## config.mk

```make
export PLATFORM = sky130hd
export DESIGN_NAME = unidade_controle_multiciclo
export DESIGN_NICKNAME = d
export VERILOG_FILES = /design/src/rtl/riscv_pkg.sv /design/src/rtl/decodificador_instrucao.sv /design/src/rtl/unidade_controle_multiciclo.sv
export SDC_FILE = /design/constraint.sdc
export NUM_CORES = 1
export LEC_CHECK = 0
export BUFFER_PORTS_ARGS = -buffer_cell sky130_fd_sc_hd__buf_2
export CORE_ASPECT_RATIO = 0.8
export CORE_MARGIN = 1.5
export CORE_UTILIZATION = 49
export CTS_CLUSTER_SIZE = 20
export DETAILED_ROUTE_END_ITERATION = 6
export GPL_ROUTABILITY_DRIVEN = 0
export PLACE_DENSITY = 0.84
export SLEW_MARGIN = 20
export SYNTH_ARGS = -nofsm -noshare
export SYNTH_HDL_FRONTEND = slang
export SYNTH_HIERARCHICAL = 1
export SYNTH_SLANG_ARGS = --single-unit
```

## constraint.sdc

```tcl
create_clock -name clk -period 4 [get_ports clk]
set_input_delay 0.6 -clock clk [delete_from_list [all_inputs] [get_ports clk]]
set_output_delay 0.6 -clock clk [all_outputs]
set_load 0.005 [all_outputs]
```

## src/rtl/riscv_pkg.sv

```systemverilog
// riscv_pkg: opcode/field constants, FSM states and datapath select encodings
// shared by the multicycle RV64 control unit and its instruction decoder.
package riscv_pkg;
  localparam logic [6:0] OP_LOAD = 7'b0000011;
  localparam logic [6:0] OP_STORE = 7'b0100011;
  localparam logic [6:0] OP_OP = 7'b0110011;
  localparam logic [6:0] OP_IMM = 7'b0010011;
  localparam logic [6:0] OP_BRANCH = 7'b1100011;
  localparam logic [6:0] OP_JAL = 7'b1101111;
  localparam logic [6:0] OP_JALR = 7'b1100111;
  localparam logic [6:0] OP_AUIPC = 7'b0010111;
  localparam logic [6:0] OP_LUI = 7'b0110111;
  localparam logic [2:0] F3_DOUBLE = 3'b011;
  localparam logic [2:0] F3_ADD = 3'b000;
  localparam logic [2:0] F3_BEQ = 3'b000;
  localparam logic [2:0] F3_BNE = 3'b001;
  localparam logic [6:0] F7_ADD = 7'b0000000;
  localparam logic [6:0] F7_SUB = 7'b0100000;
  typedef enum logic [2:0] {
    BUSCA = 3'd0, DECODIFICA = 3'd1, EXECUTA = 3'd2, MEMORIA = 3'd3, ESCRITA = 3'd4, ERRO = 3'd5
  } estado_t;
  typedef enum logic [3:0] {
    C_ILEGAL, C_LD, C_SD, C_ADD, C_SUB, C_ADDI, C_BEQ, C_BNE, C_JAL, C_JALR, C_AUIPC, C_LUI
  } classe_t;
  typedef enum logic [2:0] {IMM_I = 3'd0, IMM_S = 3'd1, IMM_B = 3'd2, IMM_U = 3'd3, IMM_J = 3'd4} imm_sel_t;
  typedef enum logic [1:0] {PC_MAIS4 = 2'd0, PC_IMM = 2'd1, PC_ULA = 2'd2} pc_sel_t;
  typedef enum logic [1:0] {WSEL_ULA = 2'd0, WSEL_MEM = 2'd1, WSEL_PC4 = 2'd2} wsel_t;
endpackage

```

## src/rtl/decodificador_instrucao.sv

```systemverilog
// decodificador_instrucao: classifies an instruction into one of the supported
// classes (or illegal) and picks the immediate format it uses.
module decodificador_instrucao import riscv_pkg::*; #(
  parameter bit HAB_BNE = 1'b1
) (
  input  logic [6:0] opcode,
  input  logic [2:0] funct3,
  input  logic [6:0] funct7,
  output classe_t    classe,
  output logic       legal,
  output imm_sel_t   imm_sel
);
  always_comb begin
    classe = C_ILEGAL;
    case (opcode)
      OP_LOAD: classe = funct3 == F3_DOUBLE ? C_LD : C_ILEGAL;
      OP_STORE: classe = funct3 == F3_DOUBLE ? C_SD : C_ILEGAL;
      OP_OP: classe = funct3 != F3_ADD ? C_ILEGAL : funct7 == F7_ADD ? C_ADD : funct7 == F7_SUB ? C_SUB : C_ILEGAL;
      OP_IMM: classe = funct3 == F3_ADD ? C_ADDI : C_ILEGAL;
      OP_BRANCH: classe = funct3 == F3_BEQ ? C_BEQ : (HAB_BNE && funct3 == F3_BNE) ? C_BNE : C_ILEGAL;
      OP_JAL: classe = C_JAL;
      OP_JALR: classe = funct3 == 3'b000 ? C_JALR : C_ILEGAL;
      OP_AUIPC: classe = C_AUIPC;
      OP_LUI: classe = C_LUI;
      default: classe = C_ILEGAL;
    endcase
  end
  assign legal = classe != C_ILEGAL;
  always_comb
    imm_sel = classe == C_SD ? IMM_S :
              (classe == C_BEQ || classe == C_BNE) ? IMM_B :
              (classe == C_AUIPC || classe == C_LUI) ? IMM_U :
              classe == C_JAL ? IMM_J : IMM_I;
endmodule

```

## src/rtl/unidade_controle_multiciclo.sv

```systemverilog
// unidade_controle_multiciclo: multicycle control FSM for the RV64 datapath with
// memory handshake timeout, sticky illegal flag and retired-instruction counter.
module unidade_controle_multiciclo import riscv_pkg::*; #(
  parameter int CNT_W = 32,
  parameter int TIMEOUT = 15,
  parameter bit HAB_BNE = 1'b1
) (
  input  logic             clk,
  input  logic             rst,
  input  logic [31:0]      instr,
  input  logic             eq_zero,
  input  logic             mem_pronto,
  output logic             ir_we,
  output logic             pc_we,
  output logic [1:0]       pc_sel,
  output logic [2:0]       imm_sel,
  output logic             ula_a_sel,
  output logic             ula_b_sel,
  output logic             ula_sub,
  output logic             reg_we,
  output logic [1:0]       reg_wsel,
  output logic             mem_req,
  output logic             mem_we,
  output logic [2:0]       estado,
  output logic             ilegal,
  output logic [CNT_W-1:0] retiradas
);
  estado_t estado_q, prox;
  classe_t classe;
  imm_sel_t imm_dec;
  logic legal, tomado, tempo_esgotado, retira, unused_campos;
  logic ir_we_i, pc_we_i, reg_we_i, mem_req_i, mem_we_i;
  logic [31:0] espera;
  decodificador_instrucao #(.HAB_BNE(HAB_BNE)) u_dec (
    .opcode(instr[6:0]),
    .funct3(instr[14:12]),
    .funct7(instr[31:25]),
    .classe(classe),
    .legal(legal),
    .imm_sel(imm_dec)
  );
  assign unused_campos = ^instr[24:15];
  assign tomado = classe == C_BNE ? !eq_zero : eq_zero;
  assign tempo_esgotado = TIMEOUT != 0 && espera == 32'(TIMEOUT - 1);
  always_comb begin
    prox = estado_q;
    ir_we_i = 1'b0;
    pc_we_i = 1'b0;
    pc_sel = PC_MAIS4;
    reg_we_i = 1'b0;
    mem_req_i = 1'b0;
    mem_we_i = 1'b0;
    retira = 1'b0;
    case (estado_q)
      BUSCA: begin
        ir_we_i = 1'b1;
        prox = DECODIFICA;
      end
      DECODIFICA: prox = legal ? EXECUTA : ERRO;
      EXECUTA: begin
        if (classe inside {C_BEQ, C_BNE, C_JAL, C_JALR}) begin
          pc_we_i = 1'b1;
          retira = 1'b1;
          reg_we_i = classe inside {C_JAL, C_JALR};
          pc_sel = classe == C_JALR ? PC_ULA : (classe == C_JAL || tomado) ? PC_IMM : PC_MAIS4;
          prox = BUSCA;
        end else
          prox = classe inside {C_LD, C_SD} ? MEMORIA : ESCRITA;
      end
      MEMORIA: begin
        mem_req_i = 1'b1;
        mem_we_i = classe == C_SD;
        pc_we_i = mem_pronto && classe == C_SD;
        retira = mem_pronto && classe == C_SD;
        prox = mem_pronto ? (classe == C_SD ? BUSCA : ESCRITA) : tempo_esgotado ? ERRO : MEMORIA;
      end
      ESCRITA: begin
        reg_we_i = 1'b1;
        pc_we_i = 1'b1;
        retira = 1'b1;
        prox = BUSCA;
      end
      default: prox = ERRO;
    endcase
  end
  assign ir_we = ir_we_i && !rst;
  assign pc_we = pc_we_i && !rst;
  assign reg_we = reg_we_i && !rst && instr[11:7] != 5'd0;
  assign mem_req = mem_req_i && !rst;
  assign mem_we = mem_we_i && !rst;
  assign imm_sel = imm_dec;
  assign ula_a_sel = classe == C_AUIPC;
  assign ula_b_sel = classe inside {C_LD, C_SD, C_ADDI, C_JALR, C_AUIPC, C_LUI};
  assign ula_sub = classe inside {C_SUB, C_BEQ, C_BNE};
  assign reg_wsel = classe == C_LD ? WSEL_MEM : (classe == C_JAL || classe == C_JALR) ? WSEL_PC4 : WSEL_ULA;
  assign estado = estado_q;
  always_ff @(posedge clk) begin
    if (rst) begin
      estado_q <= BUSCA;
      ilegal <= 1'b0;
      retiradas <= '0;
      espera <= '0;
    end else begin
      estado_q <= prox;
      ilegal <= ilegal || prox == ERRO;
      retiradas <= retiradas + CNT_W'(retira);
      espera <= (estado_q == MEMORIA && prox == MEMORIA) ? espera + 32'd1 : '0;
    end
  end
endmodule
```

## Word level (Yosys, flattened, before mapping)

Cells that the tools add are included.

| word-level totals | value |
|---|---|
| flip-flop bits (word level) | 68 |
| input port bits | 36 |
| output and inout bits | 51 |
| logic and storage cells | 98 |

| cells by class | value |
|---|---|
| add/subtract/negate cells | 2 |
| equal/unequal tests | 29 |
| multiplexer cells | 35 |
| bitwise operators | 1 |
| reductions and logical operators | 27 |

Operators by type and width:

| kind | count |
|---|---|
| two-way mux 3 bit | 13 |
| case mux 4 bit (9 select lines) | 1 |
| adder 32 x 1 -> 32 bit | 1 |
| adder 32 x 1 -> 32 bit (second input constant) | 1 |
| equality test 32 x 4 -> 1 bit (second input constant) | 1 |
| equality test 7 x 6 -> 1 bit (second input constant) | 4 |
| equality test 7 bit (second input constant) | 3 |
| equality test 4 x 3 -> 1 bit (second input constant) | 4 |
| equality test 4 bit (second input constant) | 4 |
| two-way mux 4 bit | 4 |
| case mux 3 bit (5 select lines) | 1 |
| equality test 7 x 5 -> 1 bit (second input constant) | 2 |
| equality test 3 x 2 -> 1 bit (second input constant) | 4 |
| two-way mux 2 bit | 6 |
| logical AND 1 bit | 8 |
| two-way mux 1 bit | 8 |
| nonzero test 4 bit | 2 |
| equality test 7 x 2 -> 1 bit (second input constant) | 1 |
| zero test 7 bit | 1 |
| equality test 3 x 1 -> 1 bit (second input constant) | 2 |
| equality test 3 bit (second input constant) | 2 |
| zero test 3 bit | 2 |
| nonzero test 3 bit | 2 |
| nonzero test 6 bit | 1 |
| 10 further kinds | 16 |

## Depth between registers and ports, before layout

| depth | value |
|---|---|
| depth after elaboration | 14 |
| depth in mapped cells | 15 |
| mapped depth without buffers | 14 |

## Modules after synthesis

Netlist, hierarchy kept.

Modules (own cells, without submodules):

| module | instances | cells each | area each (µm²) |
|---|---|---|---|
| unidade_controle_multiciclo | 1 | 405 | 3,455.8 |
| decodificador_instrucao | 1 | 43 | 262.8 |

## Least setup slack after synthesis

No wires, ideal clock.

| timing path | value |
|---|---|
| kind | input to register |
| start point | input instr[28] |
| end point | register retiradas[30] |
| setup time | 0.128 ns |
| arrival | 3.841 ns |
| slack | 0.031 ns |
| stages | 15 |
| buffers on the path | 1 |
| cell sequence | nor4_1 and4b_1 nand2_1 nand2_1 clkbuf_1 or4b_1 o21ai_0 a31o_2 ha_1 ha_1 nand2_1 nor4_2 nand4_1 xor2_1 nor2_1 |

RTL lines:

| item | line | RTL |
|---|---|---|
| start: declaration | unidade_controle_multiciclo.sv:10 | `input logic [31:0] instr,` |
| zero test 7 bit * | decodificador_instrucao.sv:18 | `OP_OP: classe = funct3 != F3_ADD ? C_ILEGAL : funct7 == F7_ADD ? C_ADD : funct7 == F7_SUB ? C_SUB : C_ILEGAL;` |
| two-way mux 4 bit * (2 in a row) | decodificador_instrucao.sv:18 |  |
| case mux 4 bit (9 select lines) * | decodificador_instrucao.sv:15 | `case (opcode)` |
| named net classe[1] | unidade_controle_multiciclo.sv:29 | `classe_t classe;` |
| equality test 4 x 3 -> 1 bit or equality test 4 bit (tied branches) | unidade_controle_multiciclo.sv:61 | `if (classe inside {C_BEQ, C_BNE, C_JAL, C_JALR}) begin` |
| nonzero test 4 bit | unidade_controle_multiciclo.sv:61 |  |
| two-way mux 1 bit | unidade_controle_multiciclo.sv:61 |  |
| case mux 1 bit (3 select lines) * | unidade_controle_multiciclo.sv:54 | `case (estado_q)` |
| adder 32 x 1 -> 32 bit * | unidade_controle_multiciclo.sv:106 | `retiradas <= retiradas + CNT_W'(retira);` |
| end signal: assignment | unidade_controle_multiciclo.sv:106 |  |
| end: declaration | unidade_controle_multiciclo.sv:26 | `output logic [CNT_W-1:0] retiradas` |

Mark *: on every way through the listed nets, which the timed path passes. The rest lies on a longest branch.
A chain may end at the register's enable or synchronous reset.

## Final worst setup path

| timing path | value |
|---|---|
| start point | input instr[4] |
| end point | register retiradas[30] |

| between the ends | value |
|---|---|
| cells in the longest elaborated chain, start to end | 7 |

RTL lines:

| item | line |
|---|---|
| equality test 7 x 6 -> 1 bit (tied with other cells) | decodificador_instrucao.sv:15 |
| case mux 4 bit (9 select lines) * | decodificador_instrucao.sv:15 |
| named net classe[0] | unidade_controle_multiciclo.sv:29 |
| equality test 4 x 3 -> 1 bit or equality test 4 bit (tied branches) | unidade_controle_multiciclo.sv:61 |
| nonzero test 4 bit | unidade_controle_multiciclo.sv:61 |
| two-way mux 1 bit | unidade_controle_multiciclo.sv:61 |
| case mux 1 bit (3 select lines) * | unidade_controle_multiciclo.sv:54 |
| adder 32 x 1 -> 32 bit * | unidade_controle_multiciclo.sv:106 |

Marked as above.

==> summary.md <==
| Metric | Value |
|---|---|
| Syn_area_per_cell | 8.30 um2 |
| GRT Residual Overflow | 0 |
| Synth-to-Final Area Change | 17.5% |
| Register area share after synthesis | 36.6% |
| Post-synth EDFFs | 0 |
| HP Start | ilegal$_SDFF_PP0_ |
| Met2 usage | 34.5% |
| CP Capture Type | flop |
| Dominant synthesized flop cell | dfxtp_1 |
| Post-route clock period utilization | 91.3% |
| Pre-CTS WS | -0.00279 ns |
| Routed WL | 8.48 mm |
| IO buf count | 76 |
| Initial antenna violation count | 0 |
| CTS tree | done |
| Mapped Area | 3720 um2 |
| Met3 Use GR | 5.34% |
| Hold Slack | 0.468 ns |
| CTS max path bufs | 2 |
| Overall Global Routing Usage | 21.0% |
| Skew-Pair Late Insertion Delay | 0.35 ns |
| DP HPWL | 5.99 mm |
| Final Skew | 0.0186 ns |
| Worst Path Max Fanout | 9 |
| Starting DRC count in detailed routing | 256 |
| Clock Tree Root | clkbuf_8 |
| Via count | 3469 |
| Leak | 0.00170 uW |
| Worst EP arrival | 3.87 ns |
| Final nets | 565 |
| Most common cell in the netlist | nor2_1 |
| Worst min-delay path class | reg -> reg |
| I/O pin cnt | 87 |
| Post-synth top area share | 36.6% |
| Hold Crit Endpoint | ilegal$_SDFF_PP0_ |
| Post-CTS Setup Repair Bufs | 0 |
| Critical path startpoint category | primary input |
| Fmax | 274 MHz |
| CP Class | in -> reg |
| Largest cells by area after synthesis | dfxtp_1, xor2_1, nor2_1 |
| Syn Nets | 488 |
| Worst reg2reg setup slack | 1.32 ns |
| Post-layout minimum cycle time | 3.65 ns |
| N_diodes | 0 |
| # DRC | 0 |
| GR Layer Usage met1 | 26.9% |
| Final Util | 59.4% |
| Cell count after synthesis | 448 |
| Global-route wire length before repair | 13.7 mm |
| Rel. slew slack | 31.9% |
| Final Max Tran Viols | 0 |
| Status | completed |
| DRT antenna net count | 0 |
| Detailed Routing Iterations Pass 1 | 5 |
| CP Data Required Time | 4.22 ns |
| RSZ-0062 raised after global routing | no |
| CTS buffer count | 9 |
| Reg2Reg Launch Point | estado[2]$_SDFF_PP0_ |
| Largest net degree at the start of global routing | 43 |
| Measured slew at the worst slew-check pin | 1.02 ns |
| Yosys cell types | 58 |
| Register area | 1360 um2 |
| Worst vdd ir | 0.000154 V |
| CTS sink count | 68 |
| PD cells | 286 nW/um2 |
| Starting Density | 50.5% |
| Reg2reg end | retiradas[30]$_SDFF_PP0_ |
| Fill cells | 647 |
| Routed WL per cell | 13.7 um |
| Die area | 8120 um2 |
| Layer with the highest usage | met2 |
| Register bit total from synthesis | 68 |
| Final Setup Violations | 0 |
| Final Hold Fails | 0 |
| Ys Warns | 6 |
| Die height | 80.9 um |
| Max cap viols | 0 |
| Htree depth | 3 |
| Die Wd | 100 um |
| Top post-synthesis cells by count | nor2_1, dfxtp_1, xor2_1 |
| CTS clock-pin slew for the worst setup and hold paths | 0.08 ns |
| Worst Reg-to-Reg Cells | 11 |
| Number of global-route vias before repair | 3083 |
| Via/cell ratio | 5.60 |
| Multi-input gate area in the final layout | 2260 um2 |
| Post-synth ARST share | 0% |
| Row cnt | 28 |
| Setup TNS | 0 ns |
| Hold path cells | 2 |
| Layout cell share with drive strength beyond 1 | 24.0% |
| Core ar. | 7360 um2 |
| Tot Pwr | 1250 uW |
| Synth area leader | dfxtp_1 |
| Final setup margin | 0.346 ns |
## layer usage
metal	part of all wire (%)	wire length, um	up-vias
met5	0	0	-
met4	1.4	121	0
met3	4.4	372	16
met2	46	3910	97
met1	48	4070	1619
li1	-	-	1737
## critical path, stage by stage
cell and delay, ns:
buf_2 0.13, nor4b_2 0.17, and3_1 0.21, a32oi_1 0.21, nand2_1 0.10, or4b_1 0.59, o21ai_0 0.18, a31o_2 0.19
ha_1 0.23, ha_1 0.30, nand2_1 0.10, nor4_2 0.24, buf_4 0.21, nand4_1 0.14, xor2_1 0.21, nor2_1 0.06
## area by class of cell
class | instances | area share (%)
repair buffers | 83 | 9.91
well taps | 90 | 2.58
multi-input cells | 355 | 51.6
flip-flops and latches | 68 | 31.2
inverters | 8 | 0.687
clock buffers | 9 | 2.84
clock inverters | 7 | 1.17
## sequential cells by signal (all words and copies together) (netlist names)
name and flops:
ilegal 1, espera 32, estado 3, retiradas 32
## worst max path at each step
stage,startpoint,to,slack (ns),depth (start not counted)
after global placement,instr[13],retiradas[22]$_SDFF_PP0_,0.13,16
final,instr[4],retiradas[30]$_SDFF_PP0_,0.35,16
after global routing,instr[4],retiradas[30]$_SDFF_PP0_,0.10,16
after detailed placement,instr[13],retiradas[30]$_SDFF_PP0_,-0.003,16
after CTS,instr[13],retiradas[30]$_SDFF_PP0_,0.36,16
after floorplan,instr[28],retiradas[30]$_SDFF_PP0_,0.03,15
## placed cells by master (no fill, tap or decap), types with 5 or more instances in the layout
master     n
buf_2     76
o21ai_0    7
xnor2_1   21
buf_4      7
xor2_1    38
a21oi_1    9
nor3_2     5
nand3_1   29
dfxtp_1   68
nor2_1    77
and4_1     6
nor3_1    12
nor4_1    10
nand2_1   28
nor2b_1   11
inv_1      8
or3_1      6
clkbuf_8   9
nand4_1   19
and3_1     9
## kinds of logic after synthesis
| logic type | count (synthesis) | synth area share (%) |
|---|---|---|
| AOI/OAI and AO/OA | 38 | 6.66 |
| xor gates and xnor gates | 59 | 13.9 |
| adders and majority gates | 4 | 1.35 |
| buffers and inverters | 25 | 2.89 |
| DFF | 68 | 36.6 |
| muxes | 1 | 0.303 |
| and+or+nand+nor | 253 | 38.3 |
## repair_timing
item,CTS,global route
hold buffers,0,0
endpoints found under the setup margin,0,1
resized for setup,0,1
## through the flow
step                instances  cell area, um2
finish                    620            4370
global route              620            4370
CTS                       620            4360
detailed placement        604            4190
global placement          604            4190
floorplan                 448            3720
## report_power, final
part | internal, uW | switching [uW]
clock network | 226 | 273
logic | 29.3 | 35.1
registers | 680 | 5.88
total | 936 | 314
Note: power is estimated with default switching activity, not from simulation.
